### src/rtl/deser_defs.sv
// Shared definitions for the bit-select serial link: state encodings and
// default word geometry used by both the serializer and deserializer sides.
package deser_defs;

  localparam int unsigned DEF_WIDTH = 7;
  localparam int unsigned DEF_IDX_W = 3;

  typedef enum logic [1:0] {
    IDLE    = 2'd0,
    COLLECT = 2'd1,
    PARITY  = 2'd2,
    DONE    = 2'd3
  } state_t;

endpackage

### src/rtl/mod_index_counter.sv
// Bit-position counter for the deserializer: counts 0..WIDTH-1 on Enable,
// flags Wrap while sitting on the last position, and wraps back to 0.
module mod_index_counter
  import deser_defs::*;
#(
  parameter int unsigned WIDTH = DEF_WIDTH,
  parameter int unsigned IDX_W = DEF_IDX_W
) (
  input  logic             Clock,
  input  logic             Resetn,
  input  logic             Clear,
  input  logic             Enable,
  output logic [IDX_W-1:0] Index,
  output logic             Wrap
);

  localparam logic [IDX_W-1:0] LAST = IDX_W'(WIDTH - 1);

  assign Wrap = (Index == LAST);

  always_ff @(posedge Clock) begin
    if (!Resetn) begin
      Index <= '0;
    end else if (Clear) begin
      Index <= '0;
    end else if (Enable) begin
      Index <= Wrap ? '0 : Index + 1'b1;
    end
  end

endmodule

### src/rtl/serial_bit_deserializer.sv
// Rebuilds a WIDTH-bit word from an LSB-first serial stream, one bit per BitValid.
// Optional trailing even-parity bit and ParityErr output when DESER_PARITY_EN is defined.
module serial_bit_deserializer
  import deser_defs::*;
#(
  parameter int unsigned WIDTH = DEF_WIDTH,
  parameter int unsigned IDX_W = DEF_IDX_W
) (
  input  logic             Clock,
  input  logic             Resetn,
  input  logic             Start,
  input  logic             BitIn,
  input  logic             BitValid,
  output logic [WIDTH-1:0] Data,
  output logic [IDX_W-1:0] Index,
  output logic             Busy,
`ifdef DESER_PARITY_EN
  output logic             ParityErr,
`endif
  output logic             Done
);

  state_t state, state_nx;
  logic   frame_clear;
  logic   data_wr;
  logic   cnt_en;
  logic   wrap;
`ifdef DESER_PARITY_EN
  logic   par_wr;
`endif

  mod_index_counter #(
    .WIDTH (WIDTH),
    .IDX_W (IDX_W)
  ) u_index (
    .Clock  (Clock),
    .Resetn (Resetn),
    .Clear  (frame_clear),
    .Enable (cnt_en),
    .Index  (Index),
    .Wrap   (wrap)
  );

  always_ff @(posedge Clock) begin
    if (!Resetn) begin
      state <= IDLE;
    end else begin
      state <= state_nx;
    end
  end

  // Start is honoured in every state; in COLLECT/PARITY it aborts the frame
  // and the coincident bit is dropped.
  always_comb begin
    state_nx    = state;
    frame_clear = 1'b0;
    data_wr     = 1'b0;
    cnt_en      = 1'b0;
    Busy        = 1'b0;
    Done        = 1'b0;
`ifdef DESER_PARITY_EN
    par_wr      = 1'b0;
`endif
    case (state)
      IDLE: begin
        if (Start) begin
          frame_clear = 1'b1;
          state_nx    = COLLECT;
        end
      end
      COLLECT: begin
        Busy = 1'b1;
        if (Start) begin
          frame_clear = 1'b1;
        end else if (BitValid) begin
          data_wr = 1'b1;
          cnt_en  = 1'b1;
          if (wrap) begin
`ifdef DESER_PARITY_EN
            state_nx = PARITY;
`else
            state_nx = DONE;
`endif
          end
        end
      end
      PARITY: begin
`ifdef DESER_PARITY_EN
        Busy = 1'b1;
        if (Start) begin
          frame_clear = 1'b1;
          state_nx    = COLLECT;
        end else if (BitValid) begin
          par_wr   = 1'b1;
          state_nx = DONE;
        end
`else
        state_nx = IDLE;
`endif
      end
      DONE: begin
        Done = 1'b1;
        if (Start) begin
          frame_clear = 1'b1;
          state_nx    = COLLECT;
        end else begin
          state_nx = IDLE;
        end
      end
      default: state_nx = IDLE;
    endcase
  end

  always_ff @(posedge Clock) begin
    if (!Resetn) begin
      Data <= '0;
    end else if (frame_clear) begin
      Data <= '0;
    end else if (data_wr) begin
      for (int unsigned k = 0; k < WIDTH; k++) begin
        if (Index == IDX_W'(k)) begin
          Data[k] <= BitIn;
        end
      end
    end
  end

`ifdef DESER_PARITY_EN
  always_ff @(posedge Clock) begin
    if (!Resetn) begin
      ParityErr <= 1'b0;
    end else if (frame_clear) begin
      ParityErr <= 1'b0;
    end else if (par_wr) begin
      ParityErr <= (^Data) ^ BitIn;
    end
  end
`endif

endmodule
### config.mk
export PLATFORM = sky130hd
export DESIGN_NAME = serial_bit_deserializer
export DESIGN_NICKNAME = d
export VERILOG_FILES = /design/src/rtl/deser_defs.sv /design/src/rtl/mod_index_counter.sv /design/src/rtl/serial_bit_deserializer.sv
export SDC_FILE = /design/constraint.sdc
export NUM_CORES = 1
export LEC_CHECK = 0
export CORE_UTILIZATION = 40
export DETAILED_ROUTE_END_ITERATION = 16
export PLACE_DENSITY_LB_ADDON = 0.1
export SLEW_MARGIN = 20
export SYNTH_ARGS = -nofsm -noshare
export SYNTH_HDL_FRONTEND = slang
export SYNTH_SLANG_ARGS = --single-unit
### constraint.sdc
create_clock -name Clock -period 1.25 [get_ports Clock]
set_input_delay 0.25 -clock Clock [delete_from_list [all_inputs] [get_ports Clock]]
set_output_delay 0.25 -clock Clock [all_outputs]
set_load 0.02 [all_outputs]
==> flow_summary_export.csv <==
group,metric,value,unit
route,via_per_inst,5.25,
logic_synthesis,syn-instance-count,69,
logic_synthesis,synth-edff-count,0,
status,status,"completed",
global_route,antenna_found_initial,0,
floorplanning,die_x,42.7,um
layout,final_cells,114,
logic_synthesis,ys_ff_latch,12,
route,firstDrtPassIters,4,
sta,fin_ws,28.7,ps
power_and_ir_drop,vdd_drop_max,478,uV
clock_network,clkSinkCount,12,
logic_synthesis,synth-main-ff-cell,"dfxtp_1",
layout,antenna_cells,0,
power_and_ir_drop,power_density,750,nW/um^2
worst_setup_path,crit_cells,5,
power_and_ir_drop,seqPwrFrac,0.537,
layout,multi_input_area,399,sq um
route,drcViolationCount,0,
worst_setup_path,path_class,"register to register",
logic_synthesis,async_reset_ff_frac,0,
placement,pre_cts_ws,-354,ps
worst_setup_path,slowest_stage,"dfxtp_2",
route,wl_per_cell,12.0,um
power_and_ir_drop,power_frac_comb,0.136,
floorplanning,die_h,42.7,um
global_route,grt_usage,0.167,
worst_setup_path,path_cells,"buf_6 -> and4bb_2 -> buf_6 -> a21bo_2 -> a21oi_1",
worst_setup_path,critPathLaunchType,"register",
sta,fmax,819,MHz
clock_network,clk_path_buf_depth,2,
layout,nets,106,
worst_setup_path,rr_worst_depth,5,
route,drt_iter0_markers,14,
clock_network,clock_latency,270,ps
power_and_ir_drop,p_switching,0.178,mW
logic_synthesis,synth_top_area_cell,"dfxtp_1",
placement,place.gp.congestion,0.774,
worst_setup_path,cp_max_fo,8,
logic_synthesis,avgSynthCellArea,9.61,sq um
route,wl,1370,um
worst_hold_path,hold_path.class,"register to register",
power_and_ir_drop,power_frac_clock,0.327,
clock_network,htree_num_levels,1,
floorplanning,ios,17,
sta,finalHoldViolations,0,
worst_hold_path,whs_path_depth,2,
clock_network,ctsHoldBuffers,0,
clock_network,clkTransAtPathRegs,70,ps
sta,max_slew_margin,0.795,
logic_synthesis,yosys-top-cells-area,"dfxtp_1 36%, a21oi_1 5.3%, a2111oi_4 4.2%",
sta,fin_crit_sh,0.977,
sta,whs,469,ps
layout,area_delta_synth_final,45.1,%
route,via_count,599,
placement,dp_cells,109,
layout,drive_gt1_frac,0.327,
placement,dp_hpwl,1070,um
logic_synthesis,yosysSeqAreaShare,0.362,
worst_setup_path,r2r_slack,30,ps
sta,fin_crit,1220,ps
layout,register_area,251,sq um
clock_network,cts-buffers-inserted,3,
floorplanning,start_util,0.435,
worst_setup_path,reg2reg_to,"Data[2]$_SDFFE_PP0P_",
floorplanning,rows,14,
sta,rsz0062_at_grt,"yes",
floorplanning,dieArea,1820,sq um
worst_setup_path,max_stage_delay,340,ps
global_route,grt_pass1_wl,2260,um
logic_synthesis,yosys.cell_types.count,28,
worst_setup_path,path_buf_inv,2,
placement,io_buffers,16,
power_and_ir_drop,power_leakage,0.384,nW
clock_network,cts_tree,"yes",
logic_synthesis,netlist_area,663,sq um
worst_setup_path,path_common_cell,"buf_6",
sta,slew_viol_final,0,
worst_setup_path,timing.rr.start,"state[0]$_SDFFE_PN0P_",
worst_setup_path,critPathArrivalTime,1420,ps
floorplanning,core_region_area,1520,sq um
worst_setup_path,critPathCapture,"Data[2]$_SDFFE_PP0P_",
global_route,grt_max_degree,9,
sta,clock_skew,0.708,ps
route,drtAntennaViolNets,0,
power_and_ir_drop,power.internal,0.543,mW
worst_setup_path,critPathTopFamily,"flip-flops",
worst_setup_path,cp-end-kind,"register",
logic_synthesis,synth_nets,75,
global_route,grt_pass1_vias,545,
layout,n_fill_cell,130,
sta,worst_pin_slew,306,ps
global_route,grt.overflow.total,0,
logic_synthesis,synth.yosys.warnings,0,
power_and_ir_drop,power_switching_share,0.247,
worst_setup_path,worstSetupStartpoint,"state[0]$_SDFFE_PN0P_",
sta,finalSetupViolCount,0,
logic_synthesis,synth_top_area_share,0.362,
flow_run,drv_cap,0,
worst_setup_path,worstPathRequired,1450,ps
clock_network,cts.root.buffer_cell,"clkbuf_4",
[synth_stat cells, types with 3 or more instances]
master	n
dfxtp_1	12
a21oi_1	7
and2_1	4
nand2_1	4
nor2_1	4
o21ai_0	4
inv_1	3
nand3_1	3
o211ai_1	3
[cell families (layout without fill, tap and decap cells)]
group / count (synthesis) / in the layout / share of synthesized area
multiplexers: 2 / 2 / 0.0302
adder cells (fa/ha/maj): 1 / 1 / 0.0189
AND/OR/NAND/NOR: 28 / 28 / 0.309
AO/OA/AOI/OAI: 19 / 19 / 0.225
flip-flops: 12 / 12 / 0.362
buffers and inverters: 7 / 36 / 0.0547
[worst min-delay path: stages, from the launching register on]
cell,delay (ps)
dfxtp_1,310
o41ai_1,50
a21oi_1,60
[final cells by class]
class                   count  area share
inverters                   3      0.0117
multi-input cells          50       0.415
flip-flops and latches     12       0.261
clock buffers               3      0.0234
well taps                  16      0.0208
repair buffers             30       0.268
[power groups by stage]
stage	sequential (mW)	clock (mW)	combinational (mW)
after floorplan	0.399	0	0.0460
after global placement	0.396	0	0.0985
after detailed placement	0.396	0	0.0998
after CTS	0.387	0.241	0.0978
after global routing	0.388	0.261	0.106
final	0.387	0.236	0.0985
[cell usage in the layout, fill, tap and decap left out, types with 2 or more instances in the layout]
cell type,count
a21oi_1,7
and2_1,4
and2b_1,2
buf_2,2
buf_4,10
buf_6,4
clkbuf_4,3
clkdlybuf4s15_1,2
clkdlybuf4s50_1,2
dfxtp_1,7
dfxtp_2,3
dfxtp_4,2
dlygate4sd2_1,10
inv_1,3
mux2i_1,2
nand2_1,4
nand3_1,3
nand3b_1,2
nand4_1,2
nor2_1,4
o211ai_1,3
o21ai_0,2
o21ai_1,2
o41ai_1,2
[worst min path at each step]
stage                     slack (ps)                 start               endpoint
final                            470  Data[0]$_SDFFE_PP0P_   Data[0]$_SDFFE_PP0P_
after global routing             500  Data[4]$_SDFFE_PP0P_   Data[4]$_SDFFE_PP0P_
after CTS                        470  Data[0]$_SDFFE_PP0P_   Data[0]$_SDFFE_PP0P_
after detailed placement         460  Data[0]$_SDFFE_PP0P_   Data[0]$_SDFFE_PP0P_
after global placement           460  Data[5]$_SDFFE_PP0P_   Data[5]$_SDFFE_PP0P_
after floorplan                  370                Resetn  state[0]$_SDFFE_PN0P_
[metrics by stage]
| stage | total power, mW | TNS [ps] | instance area (sq um) | util |
|---|---|---|---|---|
| after global routing | 0.756 | -207 | 962 | 0.631 |
| after global placement | 0.494 | -3190 | 930 | 0.610 |
| after floorplan | 0.445 | 0 | 703 | - |
| after detailed placement | 0.495 | -3300 | 930 | 0.610 |
| after CTS | 0.726 | 0 | 948 | 0.622 |
| final | 0.722 | 0 | 962 | 0.631 |
[sequential cells by signal (all words and copies together) (netlist names)]
name           flops
Data               7
u_index.Index      3
state              2
[routing by layer]
metal	up-vias	GRT usage	part of all wire
met3	2	0.0638	0.050
met2	15	0.264	0.49
met4	0	0.0750	0.0066
met5	-	0	0
li1	310	-	-
met1	272	0.199	0.45
[timing repair]
item                                    CTS  global route
pin swaps                                 2             1
gates resized for setup                  26             5
endpoints found under the setup margin   19            12
buffers inserted                          1             1
Power figures use the tool's default switching activity.
